### src/rtl/icache.sv
// Direct-mapped read-only instruction cache: 16 one-word frames with zero-cycle hit and one-word refill.
// Optional hit/miss counters are built only when ICACHE_STATS_EN is defined.
module icache (
  input  logic        CLK,
  input  logic        RST,
  input  logic        imemREN,
  input  logic [31:0] imemaddr,
  output logic        ihit,
  output logic [31:0] imemload,
  output logic        iREN,
  output logic [31:0] iaddr,
  input  logic        iwait,
  input  logic [31:0] iload
`ifdef ICACHE_STATS_EN
  ,
  output logic [31:0] hit_count,
  output logic [31:0] miss_count
`endif
);

  localparam logic IDLE  = 1'b0;
  localparam logic FETCH = 1'b1;

  logic        state_q, state_d;
  logic [31:0] miss_addr_q, miss_addr_d;
  logic [15:0] valid_q, valid_d;
  logic [25:0] tag_q  [16];
  logic [31:0] data_q [16];

  logic [3:0]  req_idx;
  logic [25:0] req_tag;
  logic [3:0]  fill_idx;
  logic        hit_w;
  logic        fill_we;
  logic        miss_w;

  assign req_idx  = imemaddr[5:2];
  assign req_tag  = imemaddr[31:6];
  assign fill_idx = miss_addr_q[5:2];

  // Reset gates every output so nothing leaks while RST is held.
  assign hit_w   = !RST && (state_q == IDLE) && imemREN &&
                   valid_q[req_idx] && (tag_q[req_idx] == req_tag);
  assign miss_w  = !RST && (state_q == IDLE) && imemREN && !hit_w;
  assign fill_we = !RST && (state_q == FETCH) && !iwait;

  assign ihit     = hit_w;
  assign imemload = hit_w ? data_q[req_idx] : 32'h0;
  assign iREN     = !RST && (state_q == FETCH);
  assign iaddr    = iREN ? miss_addr_q : 32'h0;

  always_comb begin
    state_d     = state_q;
    miss_addr_d = miss_addr_q;
    valid_d     = valid_q;
    case (state_q)
      IDLE: begin
        if (miss_w) begin
          state_d     = FETCH;
          miss_addr_d = imemaddr;
        end
      end
      FETCH: begin
        // A redirect on imemaddr is ignored here; the latched fill always completes.
        if (!iwait) begin
          state_d           = IDLE;
          valid_d[fill_idx] = 1'b1;
        end
      end
      default: state_d = IDLE;
    endcase
  end

  always_ff @(posedge CLK) begin
    if (RST) begin
      state_q     <= IDLE;
      miss_addr_q <= 32'h0;
      valid_q     <= 16'h0;
    end else begin
      state_q     <= state_d;
      miss_addr_q <= miss_addr_d;
      valid_q     <= valid_d;
    end
  end

  // Tag and data need no reset: the valid bits qualify every hit.
  always_ff @(posedge CLK) begin
    if (fill_we) begin
      tag_q[fill_idx]  <= miss_addr_q[31:6];
      data_q[fill_idx] <= iload;
    end
  end

`ifdef ICACHE_STATS_EN
  logic [31:0] hit_cnt_q, miss_cnt_q;

  always_ff @(posedge CLK) begin
    if (RST) begin
      hit_cnt_q  <= 32'h0;
      miss_cnt_q <= 32'h0;
    end else begin
      if (hit_w && (hit_cnt_q != 32'hFFFF_FFFF))
        hit_cnt_q <= hit_cnt_q + 32'd1;
      if (miss_w && (miss_cnt_q != 32'hFFFF_FFFF))
        miss_cnt_q <= miss_cnt_q + 32'd1;
    end
  end

  assign hit_count  = hit_cnt_q;
  assign miss_count = miss_cnt_q;
`endif

endmodule

### config.mk
export PLATFORM = sky130hd
export DESIGN_NAME = icache
export DESIGN_NICKNAME = d
export VERILOG_FILES = /design/src/rtl/icache.sv
export SDC_FILE = /design/constraint.sdc
export NUM_CORES = 1
export LEC_CHECK = 0
export ABC_AREA = 0
export CORE_ASPECT_RATIO = 0.7
export CORE_UTILIZATION = 61
export DETAILED_ROUTE_END_ITERATION = 8
export PLACE_DENSITY = 0.78
export RECOVER_POWER = 25
export SLEW_MARGIN = 20
export SYNTH_ARGS = -nofsm -noshare
export SYNTH_HDL_FRONTEND = slang
export SYNTH_SLANG_ARGS = --single-unit
### constraint.sdc
create_clock -name CLK -period 5.6 [get_ports CLK]
set_input_delay 0.84 -clock CLK [delete_from_list [all_inputs] [get_ports CLK]]
set_output_delay 0.84 -clock CLK [all_outputs]
set_load 0.01 [all_outputs]
==> impl_metrics.env <==
export IMPL_die_h_um=213
export IMPL_cts_root_buf="clkbuf_16"
export IMPL_p_leak_nw=14.5
export IMPL_synth_flop_cell="edfxtp_1"
export IMPL_finalHoldViolations=0
export IMPL_fp_row_count=76
export IMPL_area_growth_pct=15.1
export IMPL_period_minus_slack_ns=5.47
export IMPL_total_power_mw=15.1
export IMPL_via_per_inst=6.78
export IMPL_ctsHoldBuffers=0
export IMPL_ir_drop_v=0.000303
export IMPL_switching_power_mw=3.11
export IMPL_cts_sinks=977
export IMPL_max_freq_ghz=0.183
export IMPL_numCtsBuffers=88
export IMPL_synthCells=1831
export IMPL_grt_max_degree=79
export IMPL_grt_pass1_wl_mm=135
export IMPL_postLayoutCoreUtil_pct=71.6
export IMPL_antenna_found_initial=2
export IMPL_layout_nets=2100
export IMPL_core_area_sq_um=62100
export IMPL_drc_errors=0
export IMPL_synth_yosys_seq_area_share_pct=74.7
export IMPL_drv_slew=0
export IMPL_pin_count=134
export IMPL_pwr_share_clk_pct=40.6
export IMPL_overflow=0
export IMPL_ys_ff_latch=977
export IMPL_slew_headroom_pct=26.4
export IMPL_finalNonFillerCells=2920
export IMPL_cts_htree_levels=3
export IMPL_track_usage_pct=29.8
export IMPL_critPathLaunchType="primary input"
export IMPL_postCtsSetupRepairBufs=0
export IMPL_yosys_warnings=0
export IMPL_rsz0062_at_grt="false"
export IMPL_cts_tree="yes"
export IMPL_worstPathArrival_ns=4.63
export IMPL_placed_cells=2760
export IMPL_first_global_vias=20239
export IMPL_path_class="in -> out"
export IMPL_hold_slack_ns=0.457
export IMPL_finalWirelength_mm=93.1
export IMPL_worst_slack_ns=0.131
export IMPL_synth_edf_count=928
export IMPL_synth_area_sq_um=38600
export IMPL_worstPathRequired_ns=4.76
export IMPL_pwr_share_seq_pct=54.2
export IMPL_synth_distinct_cells=49
export IMPL_num_vias=19803
export IMPL_setup_violations=0
export IMPL_p_int_mw=11.9
export IMPL_skew_ns=0.0201
export IMPL_place_hpwl_mm=47.7
export IMPL_power_density_nw_per_um2=339
export IMPL_first_pass_iters=5
export IMPL_clockBufferDepth=3
export IMPL_drive_above_1_share_pct=24.5
export IMPL_num_fill_cells=3481
export IMPL_worst_pin_slew_ns=1.10
export IMPL_syn_avg_cell_area_sq_um=21.1
export IMPL_hp_class="reg -> reg"
export IMPL_crit_fanout=31
export IMPL_critPathCaptureType="output port"
export IMPL_p_comb_share_pct=5.2
export IMPL_drv_cap=0
export IMPL_pre_cts_ws_ns=-0.122
export IMPL_antenna_left=0
export IMPL_clk_insertion_delay_late_ns=0.64
export IMPL_wire_per_inst_um=31.9
export IMPL_fin_crit_sh_pct=97.7
export IMPL_io_buffers=133
export IMPL_status="finished clean"
export IMPL_die_w_um=303
export IMPL_fp_dieArea_sq_um=64400
export IMPL_clk_pin_slew_ns=0.06
export IMPL_syn_nets=1899
export IMPL_place_gp_congestion=0.856
export IMPL_start_util_pct=62.2
export IMPL_ys_async_sr_fraction_pct=0
export IMPL_drtIter0Drc=2518
export IMPL_switching_share_pct=20.6
placed cells by master (no fill, tap or decap), drive strengths merged, types with 4 or more instances in the layout:
cell type and instances:
nor4 35, nor2 26, mux4 269, a21oi 4, mux2i 87, clkbuf 108
clkinv 32, a31oi 4, and2 32, nand2b 6, nor2b 34, xor2 17
dfxtp 49, a21o 16, o22ai 5, or3 5, bufinv 12, and3 28
dlygate4sd3 5, clkdlybuf4s50 122, nand2 78, xnor2 18, nand3 4, edfxtp 928
buf 93, inv 10, o211ai 32, or4 6, nor3 4
registers in the layout (all words and copies together) (netlist names):
register     flops
tag_q          416
data_q         512
state_q          1
valid_q         16
miss_addr_q     32
power by group through the flow:
stage	combinational [mW]	clock [mW]	sequential, mW
2_1_floorplan	0.464	0	8.27
3_3_place_gp	0.738	0	8.31
3_5_place_dp	0.754	0	8.31
4_1_cts	0.776	6.17	8.16
5_1_grt	0.821	6.41	8.16
6_report	0.782	6.11	8.16
cell usage after synthesis, types with 2 or more instances:
cell type / instances / area (sq um)
a211oi_1: 2 / 15.0
a21o_1: 16 / 120
a21oi_1: 4 / 20.0
a31oi_1: 4 / 25.0
and2_1: 32 / 200
and3_1: 28 / 175
buf_1: 20 / 75.1
buf_2: 22 / 110
buf_4: 3 / 22.5
buf_6: 9 / 101
clkbuf_1: 59 / 221
dfxtp_1: 49 / 981
edfxtp_1: 928 / 27900
inv_1: 5 / 18.8
mux2i_1: 87 / 871
mux4_2: 269 / 6060
nand2_1: 78 / 293
nand2b_1: 6 / 37.5
nand3_1: 4 / 20.0
nand4_1: 2 / 12.5
nor2_1: 26 / 97.6
nor2b_1: 34 / 213
nor3_1: 4 / 20.0
nor4_1: 34 / 213
o2111ai_1: 3 / 26.3
o211ai_1: 32 / 240
o221ai_1: 2 / 17.5
o22ai_1: 5 / 31.3
o32ai_1: 2 / 17.5
or3_1: 5 / 31.3
or4_1: 6 / 45.0
xnor2_1: 18 / 158
xor2_1: 17 / 149
through the flow:
stage | TNS [ns] | area, sq um
4_1_cts | 0 | 44400
3_3_place_gp | 0 | 41500
5_1_grt | 0 | 44500
6_report | 0 | 44500
2_1_floorplan | 0 | 38600
3_5_place_dp | -2.03 | 41500
cell type report:
type | instances | area, sq um | area share, %
clock inverter | 50 | 552 | 1.24
clock buffer | 108 | 2340 | 5.27
timing repair buffer | 224 | 2270 | 5.12
multi-input combinational | 734 | 9380 | 21.1
sequential | 977 | 28800 | 64.9
antenna | 1 | 2.50 | 0.00563
inverter | 7 | 32.5 | 0.0732
tap | 819 | 1020 | 2.31
worst paths after layout:
path	startpoint	to	slack, ns	cells past startpoint
worst max-delay path	imemaddr[2]	imemload[27]	0.13	12
worst min-delay path	valid_q[2]$_SDFFE_PP0P_	valid_q[2]$_SDFFE_PP0P_	0.46	1
worst max register to register	tag_q[5][25]$_DFFE_PP_	miss_addr_q[13]$_SDFFE_PP0P_	2.02	9
worst min register to register	valid_q[2]$_SDFFE_PP0P_	valid_q[2]$_SDFFE_PP0P_	0.46	1
worst max-delay path, cell delays in order:
cell and delay, ns:
buf_12 0.20, buf_6 0.24, mux4_2 0.53, mux2i_1 0.26, o22ai_1 0.15, a211oi_2 0.29, o22ai_2 0.17, or3_1 0.40
or4_4 0.57, buf_12 0.21, nor2b_1 0.17, clkdlybuf4s50_1 0.56
timing repair:
action / 4_1_cts / 5_1_grt
gates resized for setup: 13 / 1
cloned: 1 / 0
endpoints found under the setup margin: 33 / 1
pin swaps: 0 / 0
cell families after synthesis:
logic type / synth area share, %
XOR/XNOR: 0.793
AND/OR/NAND/NOR: 3.65
flip-flops: 74.7
buffers and inverters: 1.44
AO/OA/AOI/OAI: 1.49
multiplexers: 18.0
metal layers:
metal / GRT usage, % / routed length [um] / up-vias
met4: 11.6 / 3800 / 2
met2: 48.5 / 46200 / 1302
li1: - / - / 8020
met3: 6.43 / 8760 / 256
met5: 0 / 10 / -
met1: 40.1 / 34300 / 10223
No activity file was read; power rests on OpenSTA's default activity.
